### config.mk
export PLATFORM = sky130hd
export DESIGN_NAME = mips_multicycle_ctrl_flat
export DESIGN_NICKNAME = d
export VERILOG_FILES = /design/src/rtl/mips_multicycle_ctrl_if.sv /design/src/rtl/mips_multicycle_ctrl.sv /design/src/flat_wrapper.sv
export SDC_FILE = /design/constraint.sdc
export NUM_CORES = 1
export LEC_CHECK = 0
export ABC_AREA = 1
export BUFFER_PORTS_ARGS = -buffer_cell sky130_fd_sc_hd__buf_2
export CAP_MARGIN = 20
export CORE_MARGIN = 3
export CORE_UTILIZATION = 40
export DETAILED_ROUTE_END_ITERATION = 8
export HOLD_SLACK_MARGIN = 0.03
export SYNTH_ARGS = -nofsm -noshare
export SYNTH_HDL_FRONTEND = slang
export SYNTH_SLANG_ARGS = --single-unit
### constraint.sdc
create_clock -name clk -period 1.42 [get_ports clk]
set_input_delay 0.426 -clock clk [delete_from_list [all_inputs] [get_ports clk]]
set_output_delay 0.426 -clock clk [all_outputs]
set_load 0.01 [all_outputs]
### src/rtl/mips_multicycle_ctrl_if.sv
// Control bus between the multicycle MIPS-lite main controller and its datapath.
//   master : controller side; drives every datapath enable/mux select, the debug
//            state and retired count; receives op and mem_ready.
//   slave  : datapath side; mirror image of master.
interface mips_multicycle_ctrl_if #(
    parameter int unsigned CNT_W = 16
);
    logic [5:0]       op;
    logic             mem_ready;
    logic             pcwrite;
    logic             pcwritecond;
    logic             iord;
    logic             memread;
    logic             memwrite;
    logic             irwrite;
    logic             memtoreg;
    logic             regdst;
    logic             regwrite;
    logic             alusrca;
    logic [1:0]       alusrcb;
    logic             aluop1;
    logic             aluop0;
    logic [1:0]       pcsource;
    logic             illegal_op;
    logic [3:0]       state;
    logic [CNT_W-1:0] retired;

    modport master (
        input  op, mem_ready,
        output pcwrite, pcwritecond, iord, memread, memwrite, irwrite, memtoreg,
               regdst, regwrite, alusrca, alusrcb, aluop1, aluop0, pcsource,
               illegal_op, state, retired
    );

    modport slave (
        output op, mem_ready,
        input  pcwrite, pcwritecond, iord, memread, memwrite, irwrite, memtoreg,
               regdst, regwrite, alusrca, alusrcb, aluop1, aluop0, pcsource,
               illegal_op, state, retired
    );
endinterface

### src/rtl/mips_multicycle_ctrl.sv
// Main control FSM for the multicycle MIPS-lite datapath.
// Ports:
//   clk   : system clock, rising edge.
//   rst_n : asynchronous active-low reset; forces state RST, retired = 0.
//   bus   : mips_multicycle_ctrl_if.master -- opcode and memory-ready in, all
//           datapath controls, illegal_op pulse, debug state and retired count out.
// Control outputs are registered from the next state (Moore); only irwrite/pcwrite
// in FETCH (gated by mem_ready) and the illegal_op pulse in DECODE are combinational.
module mips_multicycle_ctrl #(
    parameter int unsigned CNT_W = 16
) (
    input  logic                   clk,
    input  logic                   rst_n,
    mips_multicycle_ctrl_if.master bus
);
    typedef enum logic [3:0] {
        StRst    = 4'd0,
        StFetch  = 4'd1,
        StDecode = 4'd2,
        StMemAdr = 4'd3,
        StMemRd  = 4'd4,
        StMemWb  = 4'd5,
        StMemWr  = 4'd6,
        StRExe   = 4'd7,
        StRWb    = 4'd8,
        StBeq    = 4'd9,
        StJmp    = 4'd10
    } state_e;

    localparam logic [5:0] OpRtype = 6'b000000;
    localparam logic [5:0] OpLw    = 6'b100011;
    localparam logic [5:0] OpSw    = 6'b101011;
    localparam logic [5:0] OpBeq   = 6'b000100;
    localparam logic [5:0] OpJ     = 6'b000010;

    typedef struct packed {
        logic       fetch;    // qualifies irwrite/pcwrite with mem_ready
        logic       jmp_pcw;  // unconditional pcwrite in JMP
        logic       pcwritecond;
        logic       iord;
        logic       memread;
        logic       memwrite;
        logic       memtoreg;
        logic       regdst;
        logic       regwrite;
        logic       alusrca;
        logic [1:0] alusrcb;
        logic [1:0] aluop;
        logic [1:0] pcsource;
    } ctrl_t;

    // Kept as a raw 4-bit register so the unused codes 11..15 remain recoverable.
    logic [3:0]       r_state;
    ctrl_t            r_ctrl;
    logic [CNT_W-1:0] r_retired;
    logic [3:0]       w_next;
    logic             w_retire;
    logic             w_illegal;

    function automatic ctrl_t decode_ctrl(input logic [3:0] s);
        ctrl_t c;
        c = '0;
        case (s)
            StFetch: begin
                c.fetch   = 1'b1;
                c.memread = 1'b1;
                c.alusrcb = 2'b01;
            end
            StDecode: c.alusrcb = 2'b11;
            StMemAdr: begin
                c.alusrca = 1'b1;
                c.alusrcb = 2'b10;
            end
            StMemRd: begin
                c.memread = 1'b1;
                c.iord    = 1'b1;
            end
            StMemWb: begin
                c.regwrite = 1'b1;
                c.memtoreg = 1'b1;
            end
            StMemWr: begin
                c.memwrite = 1'b1;
                c.iord     = 1'b1;
            end
            StRExe: begin
                c.alusrca = 1'b1;
                c.aluop   = 2'b10;
            end
            StRWb: begin
                c.regwrite = 1'b1;
                c.regdst   = 1'b1;
            end
            StBeq: begin
                c.alusrca     = 1'b1;
                c.aluop       = 2'b01;
                c.pcwritecond = 1'b1;
                c.pcsource    = 2'b01;
            end
            StJmp: begin
                c.jmp_pcw  = 1'b1;
                c.pcsource = 2'b10;
            end
            default: c = '0;
        endcase
        return c;
    endfunction

    always_comb begin
        w_next    = StFetch;
        w_retire  = 1'b0;
        w_illegal = 1'b0;
        case (r_state)
            StRst:    w_next = StFetch;
            StFetch:  w_next = bus.mem_ready ? StDecode : StFetch;
            StDecode: begin
                case (bus.op)
                    OpRtype:    w_next = StRExe;
                    OpLw, OpSw: w_next = StMemAdr;
                    OpBeq:      w_next = StBeq;
                    OpJ:        w_next = StJmp;
                    default: begin
                        w_next    = StFetch;
                        w_illegal = 1'b1;
                    end
                endcase
            end
            StMemAdr: w_next = (bus.op == OpLw) ? StMemRd : StMemWr;
            StMemRd:  w_next = bus.mem_ready ? StMemWb : StMemRd;
            StMemWr: begin
                w_next   = bus.mem_ready ? StFetch : StMemWr;
                w_retire = bus.mem_ready;
            end
            StRExe:   w_next = StRWb;
            StMemWb, StRWb, StBeq, StJmp: begin
                w_next   = StFetch;
                w_retire = 1'b1;
            end
            default:  w_next = StFetch;
        endcase
    end

    always_ff @(posedge clk or negedge rst_n) begin
        if (!rst_n) begin
            r_state   <= StRst;
            r_ctrl    <= '0;
            r_retired <= '0;
        end else begin
            r_state <= w_next;
            r_ctrl  <= decode_ctrl(w_next);
            if (w_retire) begin
                r_retired <= r_retired + CNT_W'(1);
            end
        end
    end

    assign bus.irwrite     = r_ctrl.fetch & bus.mem_ready;
    assign bus.pcwrite     = r_ctrl.jmp_pcw | (r_ctrl.fetch & bus.mem_ready);
    assign bus.pcwritecond = r_ctrl.pcwritecond;
    assign bus.iord        = r_ctrl.iord;
    assign bus.memread     = r_ctrl.memread;
    assign bus.memwrite    = r_ctrl.memwrite;
    assign bus.memtoreg    = r_ctrl.memtoreg;
    assign bus.regdst      = r_ctrl.regdst;
    assign bus.regwrite    = r_ctrl.regwrite;
    assign bus.alusrca     = r_ctrl.alusrca;
    assign bus.alusrcb     = r_ctrl.alusrcb;
    assign bus.aluop1      = r_ctrl.aluop[1];
    assign bus.aluop0      = r_ctrl.aluop[0];
    assign bus.pcsource    = r_ctrl.pcsource;
    assign bus.illegal_op  = w_illegal;
    assign bus.state       = r_state;
    assign bus.retired     = r_retired;
endmodule

### src/flat_wrapper.sv
// flat-port wrapper written by rule: the top's interface ports become plain ports
module mips_multicycle_ctrl_flat 
#(
    parameter int unsigned CNT_W = 16
)
  (clk, rst_n, bus_op, bus_mem_ready, bus_pcwrite, bus_pcwritecond, bus_iord, bus_memread, bus_memwrite, bus_irwrite, bus_memtoreg, bus_regdst, bus_regwrite, bus_alusrca, bus_alusrcb, bus_aluop1, bus_aluop0, bus_pcsource, bus_illegal_op, bus_state, bus_retired);
  mips_multicycle_ctrl_if #(.CNT_W(CNT_W)) bus_i ();
  input  logic clk;
  input  logic rst_n;
  input wire logic [$bits(bus_i.op)-1:0] bus_op;
  input wire logic [$bits(bus_i.mem_ready)-1:0] bus_mem_ready;
  output wire logic [$bits(bus_i.pcwrite)-1:0] bus_pcwrite;
  output wire logic [$bits(bus_i.pcwritecond)-1:0] bus_pcwritecond;
  output wire logic [$bits(bus_i.iord)-1:0] bus_iord;
  output wire logic [$bits(bus_i.memread)-1:0] bus_memread;
  output wire logic [$bits(bus_i.memwrite)-1:0] bus_memwrite;
  output wire logic [$bits(bus_i.irwrite)-1:0] bus_irwrite;
  output wire logic [$bits(bus_i.memtoreg)-1:0] bus_memtoreg;
  output wire logic [$bits(bus_i.regdst)-1:0] bus_regdst;
  output wire logic [$bits(bus_i.regwrite)-1:0] bus_regwrite;
  output wire logic [$bits(bus_i.alusrca)-1:0] bus_alusrca;
  output wire logic [$bits(bus_i.alusrcb)-1:0] bus_alusrcb;
  output wire logic [$bits(bus_i.aluop1)-1:0] bus_aluop1;
  output wire logic [$bits(bus_i.aluop0)-1:0] bus_aluop0;
  output wire logic [$bits(bus_i.pcsource)-1:0] bus_pcsource;
  output wire logic [$bits(bus_i.illegal_op)-1:0] bus_illegal_op;
  output wire logic [$bits(bus_i.state)-1:0] bus_state;
  output wire logic [$bits(bus_i.retired)-1:0] bus_retired;
  assign bus_i.op = bus_op;
  assign bus_i.mem_ready = bus_mem_ready;
  assign bus_pcwrite = bus_i.pcwrite;
  assign bus_pcwritecond = bus_i.pcwritecond;
  assign bus_iord = bus_i.iord;
  assign bus_memread = bus_i.memread;
  assign bus_memwrite = bus_i.memwrite;
  assign bus_irwrite = bus_i.irwrite;
  assign bus_memtoreg = bus_i.memtoreg;
  assign bus_regdst = bus_i.regdst;
  assign bus_regwrite = bus_i.regwrite;
  assign bus_alusrca = bus_i.alusrca;
  assign bus_alusrcb = bus_i.alusrcb;
  assign bus_aluop1 = bus_i.aluop1;
  assign bus_aluop0 = bus_i.aluop0;
  assign bus_pcsource = bus_i.pcsource;
  assign bus_illegal_op = bus_i.illegal_op;
  assign bus_state = bus_i.state;
  assign bus_retired = bus_i.retired;
  mips_multicycle_ctrl #(.CNT_W(CNT_W)) u_core (.clk(clk), .rst_n(rst_n), .bus(bus_i));
endmodule
; Word level (Yosys, flattened, before mapping)
; Cells that the tools add are included.
[word_totals]
ff_bits = 36
input_bits = 9
output_inout_bits = 37
word_cells = 72
[classes]
addsub = 1
eq_ne = 24
mux = 22
bitwise = 2
n_reduce_logical = 8
[op_table]
columns = op, count
row1 = 4-bit by 3-bit equality test with 1-bit output (second input constant), 8
row2 = 4-bit equality test (second input constant), 6
row3 = 4-bit case mux with 6 select lines, 1
row4 = 16-bit by 1-bit adder with 16-bit output (second input constant), 1
row5 = 4-bit by 2-bit equality test with 1-bit output (second input constant), 4
row6 = 4-bit case mux with 4 select lines, 1
row7 = 1-bit 2-to-1 mux, 13
row8 = 6-bit equality test (second input constant), 2
row9 = 4-bit by 1-bit equality test with 1-bit output (second input constant), 2
row10 = 2-bit case mux with 2 select lines, 2
row11 = 2-bit OR reduction, 4
row12 = 6-bit by 2-bit equality test with 1-bit output (second input constant), 1
row13 = 6-bit by 3-bit equality test with 1-bit output (second input constant), 1
row14 = 6-bit zero test, 1
row15 = 2-bit case mux with 3 select lines, 1
row16 = 5-bit OR reduction, 1
row17 = 2-bit 2-to-1 mux, 2
row18 = 4-bit OR reduction, 1
row19 = 3-bit 2-to-1 mux, 1
row20 = 3-bit OR reduction, 1
row21 = 1-bit case mux with 2 select lines, 1
row22 = 1-bit bitwise AND, 1
row23 = 1-bit OR, 1

; Depth between registers and ports, before layout
; Gate-level depths: netlist of run 1.
[logic_depth]
ltp_word = 7
mapped_depth = 10
ltp_nobuf = 10

; Least setup slack after synthesis of run 1
; Ideal clock, no wire load.
[synth_path]
path_type = register to output
start = reg u_core.r_state[0], in the netlist u_core.bus.state[0]
end = out bus_illegal_op
arrival_time_ps = 1037
required_time_ps = 994
path_slack_ps = -43
path_stages_with_launch = 6
n_path_buf = 0
cell_sequence = dfrtp_1 inv_2 nand2_1 nor2_2 nand3_1 nor2_1
[synth_between]
elab_chain_len = 2
[synth_lines]
columns = element, line_no
row1 = from (decl), mips_multicycle_ctrl.sv:53  ; logic [3:0] r_state;
row2 = from (signal assigned), mips_multicycle_ctrl.sv:145  ; r_state <= StRst;
row3 = from (signal assigned), mips_multicycle_ctrl.sv:149  ; r_state <= w_next;
row4 = 4-bit by 2-bit equality test with 1-bit output, mips_multicycle_ctrl.sv:113  ; case (r_state)
row5 = 1-bit 2-to-1 mux, mips_multicycle_ctrl.sv:113
row6 = to (decl), flat_wrapper.sv:26  ; output wire logic [$bits(bus_i.illegal_op)-1:0] bus_illegal_op;
; Every way passes these cells.

; Worst setup path in the final report of run 1
; Ends and elaborated chain as after synthesis.

==> impl_results.md, run 1 <==
- Outcome: finished, violations left
- Failing checks: setup timing
- Global-route wire length before repair: 6.89 mm
- GPL Wtd Cong: 0.871
- Initial core utilization: 43.2%
- Max Fclk: 599 MHz
- CTS Buf Count: 5
- Inserted Diodes: 0
- Row count: 23
- Ys flop type: dfrtp_1
- Internal Power: 2830 uW
- Drt first pass iters: 4
- Antenna Nets Post-Route: 0
- Crit-path slowest cell: dfrtp_1
- Vias in the first global route: 1589
- Mapped Area: 0.00179 mm^2
- Top cell type's share of synthesized area: 46.1%
- Layout cells sized above 1: 46.4%
- Fin Clk Skew: 0.00258 ns
- P&R area growth vs syn: 47.1%
- Final setup viols: 13
- CP max FO: 3
- CTS root buf: clkbuf_8
- Worst slew pin tran: 0.461 ns
- Placed inst area: 0.00215 mm^2
- RR Endpoint: u_core.bus.alusrca
- Synth area leaders: dfrtp_1 46%, nand2_1 12%, nand3_1 5.0%, xor2_1 4.9%, inv_1 4.8%
- WL final: 4.50 mm
- Hold Crit Class: in2async
- Min Tclk post-route: 1.67 ns
- Fillers: 357
- Sequential share of the synthesized area: 46.1%
- Core area: 0.00414 mm^2
- Sink Count: 33
- CTS tree: yes
- Critical Path AT: 1.24 ns
- Syn Nets: 231
- Slew headroom: 69.3%
- Die Ht: 72.9 um
- Critical R2R Launch: u_core.bus.state[0]
- Leakage dissipation: 0.00146 uW
- DR vias/cell: 4.76
- R2R cell count: 11
- Syn Inst Count: 221
- Fin area: 0.00263 mm^2
- Switching power total: 1880 uW
- Max H-tree Level: 2
- DPL Wire Length: 3.04 mm
- Initial antenna violation count: 0
- Clock buffer depth: 2
- Avg Cell Area, Syn: 8.10 um^2
- Net Sw Frac: 39.9%
- Top Ports: 46
- Max-cap violation count: 0
- Largest net degree at the start of global routing: 22
- YS warnings: 0
- PwrDens: 1790 mW/mm^2
- Reg2reg setup slack: -0.10 ns
- Async set-reset flop share out of synthesis: 100%
- Total grt overflow: 0
- Setup crit start kind: flop
- Yosys reg bits: 33
- CP Class: reg2out
- Worst endpoint required time: 0.99 ns
- Crit. End Element: output pin
- Combinational power share: 54.6%
- VDD IR max: 0.00128 V
- Clock Latency Late Sink: 0.28 ns
- PnR worst setup slack: -0.251 ns
- Clk pwr share: 16.5%
- Clock transition at the registers of the reported paths: 0.07 ns
- Netlist cell types: 29
- CP peak stage delay: 0.40 ns
- DR vias: 1694
- Sequential share of power: 28.9%
- Hold Vio Cnt, Final: 0
- Hold slack: 0.0882 ns
- Worst-path cell chain: inv_2 -> nand2_2 -> nor2_4 -> nand3_2 -> nor2_2 -> buf_2
- Fin nets: 315
- Fin crit share: 118%
- Drt first-iter violations: 80
- Full die area: 0.00532 mm^2
- RSZ-0062 raised after global routing: true
- EDFF count, synth: 0
- Synth area leader: dfrtp_1
- GRT Util Overall: 16.8%
- DRC: 0
- Final Max Slew Viols: 0
- Die Span X: 72.9 um
- Avg WL per Cell: 12.6 um
- Port bufs: 45
## repair_timing
action	4_1_cts	5_1_grt
hold buffers	0	0
resized for setup	12	39
gates cloned	0	0
endpoints found under the setup margin	7	29
setup buffers	5	19
pin swaps	4	12
## stage by stage
step | worst slack, ns | total power [uW] | util (%) | setup TNS, ns | instances
final | -0.251 | 4710 | 63.6 | -0.962 | 356
after global routing | -0.313 | 5060 | 63.6 | -2.35 | 356
after CTS | -0.245 | 4010 | 56.4 | -0.404 | 338
after detailed placement | -0.151 | 3060 | 51.9 | -1.19 | 325
after global placement | -0.115 | 3050 | 51.9 | -0.884 | 325
after floorplan | 0.00772 | 2450 | - | 0 | 221
## routing by layer
metal / part of all wire [%] / track usage, %
met4: 2.0 / 6.35
met3: 3.8 / 4.41
met5: 0 / 0
met1: 40 / 19.4
met2: 54 / 29.5
## logic make-up (layout without fill, tap and decap cells)
| family | Yosys count | count (layout) | share of synthesized area [%] |
|---|---|---|---|
| and+or+nand+nor | 124 | 124 | 33.3 |
| AOI/OAI and AO/OA | 12 | 12 | 3.56 |
| DFF | 33 | 33 | 46.1 |
| adders and majority gates | 1 | 1 | 0.699 |
| buffers and inverters | 38 | 123 | 9.50 |
| xor gates and xnor gates | 13 | 13 | 6.78 |
## worst max-delay path: cells and delay by family (launching register included)
family	cells	cell delay [ns]
buffers and inverters	2	0.21
AND/OR/NAND/NOR	4	0.36
flip-flops	1	0.40
## layout by cell type, fill, tap and decap left out, types with 2 or more instances in the layout
cell type	count
nand2_1	47
buf_2	42
buf_4	32
dfrtp_1	31
inv_1	22
nor2_1	18
nand3_1	15
xor2_1	10
nand2_4	9
buf_6	9
inv_2	8
clkbuf_8	7
nand2_2	6
o21ai_1	6
nor2_4	5
nor2_2	4
nand3_2	3
nand3b_1	3
nand4_1	3
o21ai_0	3
a21oi_2	2
nor3_4	2
nor3_1	2
xnor2_1	2
dfrtp_2	2
## how the worst max path moves through the flow
stage / start / to / slack (ns) / cells past startpoint
after floorplan: u_core.bus.state[0] / bus_illegal_op / 0.008 / 5
after global placement: bus_op[2] / bus_illegal_op / -0.11 / 6
after detailed placement: bus_op[2] / bus_illegal_op / -0.15 / 6
after CTS: u_core.bus.state[2] / bus_illegal_op / -0.25 / 6
after global routing: u_core.bus.state[0] / bus_illegal_op / -0.31 / 6
final: u_core.bus.state[0] / bus_illegal_op / -0.25 / 6
## synth_stat cells (3+ instances only)
cell,n
inv_1,23
nand3b_1,3
xor2_1,10
o21ai_1,5
dfrtp_1,33
buf_4,5
inv_2,7
nand2_1,55
o21ai_0,4
nand3_1,18
nor2_2,5
nand4_1,3
nand2_2,7
nor2_1,21
nor3_1,3
## power groups by stage
stage / registers (uW) / clock network [uW] / logic (uW)
after global placement: 1370 / 0 / 1670
final: 1360 / 777 / 2570
after global routing: 1390 / 851 / 2820
after CTS: 1360 / 806 / 1850
after detailed placement: 1380 / 0 / 1680
after floorplan: 1470 / 0 / 974
## layout make-up
cell class / count / area [um^2] / share of cell area, %
Multi-Input combinational cell: 150 / 951 / 36.1
Sequential cell: 33 / 828 / 31.4
Timing Repair Buffer: 84 / 572 / 21.7
Inverter: 31 / 119 / 4.51
Clock buffer: 7 / 96.3 / 3.66
Tap cell: 50 / 62.6 / 2.38
Clock inverter: 1 / 5.00 / 0.190
## sequential cells by signal, indices dropped and copies added (netlist names)
signal	cells
u_core.bus.pcsource	1
u_core.bus.regwrite	1
u_core.bus.regdst	1
u_core.bus.retired	16
u_core.bus.memwrite	1
u_core.bus.iord	1
u_core.r_ctrl	2
u_core.bus.alusrca	1
u_core.bus.memread	1
u_core.bus.state	4
u_core.bus.aluop1	1
u_core.bus.memtoreg	1
u_core.bus.alusrcb	2
(Power assumes the default switching activity.)
==> run 2: changes to the inputs <==
--- a/constraint.sdc
+++ b/constraint.sdc
@@ -3,2 +3,2 @@
 set_output_delay 0.426 -clock clk [all_outputs]
-set_load 0.01 [all_outputs]
+set_load 0.005 [all_outputs]
==> run 2 against run 1 <==
  * The run still ends with setup timing left
  * Utilization is 0.21 points higher
  * Global-route usage fell by 0.53 points
  * Sequential power about the same
  * Clock-buffer cell count fell by 2
  * Die area unchanged
  * Setup slack improved by 0.057 ns
  * Combinational power fell by 4%
  * Cell area up 0.33%
  * Power down 4.2%
==> impl_results.md, run 2 (same netlist as run 1, synthesis figures left out) <==
- Drt first-iter violations: 51
- DRC: 0
- Failing checks: setup timing
- Vias in the first global route: 1505
- Layout cells sized above 1: 48.0%
- Clock Latency Late Sink: 0.28 ns
- Max H-tree Level: 2
- Hold_buf cts: 0
- Max Fclk: 620 MHz
- CTS tree: yes
- Avg WL per Cell: 12.9 um
- R2R cell count: 11
- CP max FO: 2
- Number of flip-flops in the largest register: 16
- Placed inst area: 0.00218 mm^2
- RR Endpoint: u_core.bus.retired[8]
- Outcome: finished, violations left
- Top Ports: 46
- Initial antenna violation count: 0
- Sink Count: 33
- Inserted Diodes: 0
- Pwr Total: 4510 uW
- Final Util: 63.8%
- Post-Place Setup Slack: -0.0997 ns
- Antenna Nets Post-Route: 0
- Port bufs: 45
- Global-route wire length before repair: 6.68 mm
- GPL Wtd Cong: 0.934
- Fin nets: 307
- Fin area: 0.00264 mm^2
- Most frequent cells in the layout: 42 x nand2_1, 42 x buf_2, 31 x dfrtp_1
- Final Max Slew Viols: 0
- Hold Vio Cnt, Final: 0
- DR vias: 1710
- VDD IR max: 0.00113 V
- Clock buffer depth: 2
- Die Ht: 72.9 um
- Full die area: 0.00532 mm^2
- Hold slack: 0.0579 ns
- Leakage dissipation: 0.00142 uW
- RSZ-0062 raised after global routing: true
- Clock transition at the registers of the reported paths: 0.07 ns
- Min Tclk post-route: 1.61 ns
- Final setup viols: 22
- Max-cap violation count: 0
- DPL Wire Length: 3.02 mm
- WL final: 4.51 mm
- Fin crit share: 114%
- Largest net degree at the start of global routing: 19
- Worst slew pin tran: 0.390 ns
- Total grt overflow: 0
- Reg2reg setup slack: -0.15 ns
- CP Class: reg2out
- CTS root buf: clkbuf_8
- DR vias/cell: 4.91
- PwrDens: 1710 mW/mm^2
- Critical Path AT: 1.19 ns
- Worst endpoint required time: 0.99 ns
- Initial core utilization: 43.2%
- Critical R2R Launch: u_core.bus.state[0]
- P&R area growth vs syn: 47.6%
- Hold Crit Class: in2async
- Core area: 0.00414 mm^2
- CTS Buf Count: 5
- PnR worst setup slack: -0.194 ns
- Die Span X: 72.9 um
- Fin Clk Skew: 0.00624 ns
- Row count: 23
- Setup crit start kind: flop
- Crit. End Element: output pin
- Slew headroom: 74.0%
- Drt first pass iters: 4
- GRT Util Overall: 16.2%
[run 2: cell count changes in the layout (fill, tap and decap cells not counted), sizes merged]
cell	before	now
clkinv	1	2
clkbuf	7	6
clkinvlp	0	1
buf	84	75
[run 2: cell type report]
cell class | count | area, um^2
Fill cell | 364 | 1500
Multi-Input combinational cell | 150 | 977
Sequential cell | 33 | 828
Timing Repair Buffer | 76 | 564
Inverter | 31 | 124
Clock buffer | 5 | 68.8
Tap cell | 50 | 62.6
Clock inverter | 3 | 17.5
[run 2: layer usage]
layer | GRT usage (%) | vias to the layer above | routed length, um
met3 | 4.55 | 11 | 235
met5 | 0 | - | 0
li1 | - | 841 | -
met1 | 19.4 | 811 | 1770
met2 | 27.7 | 47 | 2400
met4 | 5.94 | 0 | 105
[run 2: repair_timing]
action	CTS	global route
gates cloned	0	1
setup buffers	5	7
gates resized for setup	9	59
pin swaps	6	16
setup endpoints to repair	4	26
[run 2: worst max path at each step]
stage / startpoint / endpoint / slack, ns / cells after the start
finish: u_core.bus.state[2] / bus_illegal_op / -0.19 / 6
global route: u_core.bus.state[0] / bus_illegal_op / -0.31 / 6
CTS: u_core.bus.state[2] / bus_illegal_op / -0.23 / 6
detailed placement: bus_op[2] / bus_illegal_op / -0.1 / 6
global placement: bus_op[2] / bus_illegal_op / -0.08 / 6
floorplan: u_core.bus.state[0] / bus_illegal_op / 0.05 / 5
[run 2: critical path, stage by stage, from the launching register on]
cell and delay, ns:
dfrtp_2 0.43, inv_2 0.07, nand2_4 0.06, nor2_4 0.10
nand3_2 0.06, nor2_1 0.08, buf_2 0.11
[run 2: power by group]
part / internal, uW / switching [uW] / total, uW
registers: 1180 / 181 / 1370
logic: 1150 / 1300 / 2460
clock network: 338 / 353 / 691
[run 2: through the flow]
step,TNS [ns],cells
2_1_floorplan,0,221
3_3_place_gp,-0.544,327
3_5_place_dp,-0.561,327
4_1_cts,-0.360,340
5_1_grt,-3.37,348
6_report,-1.66,348
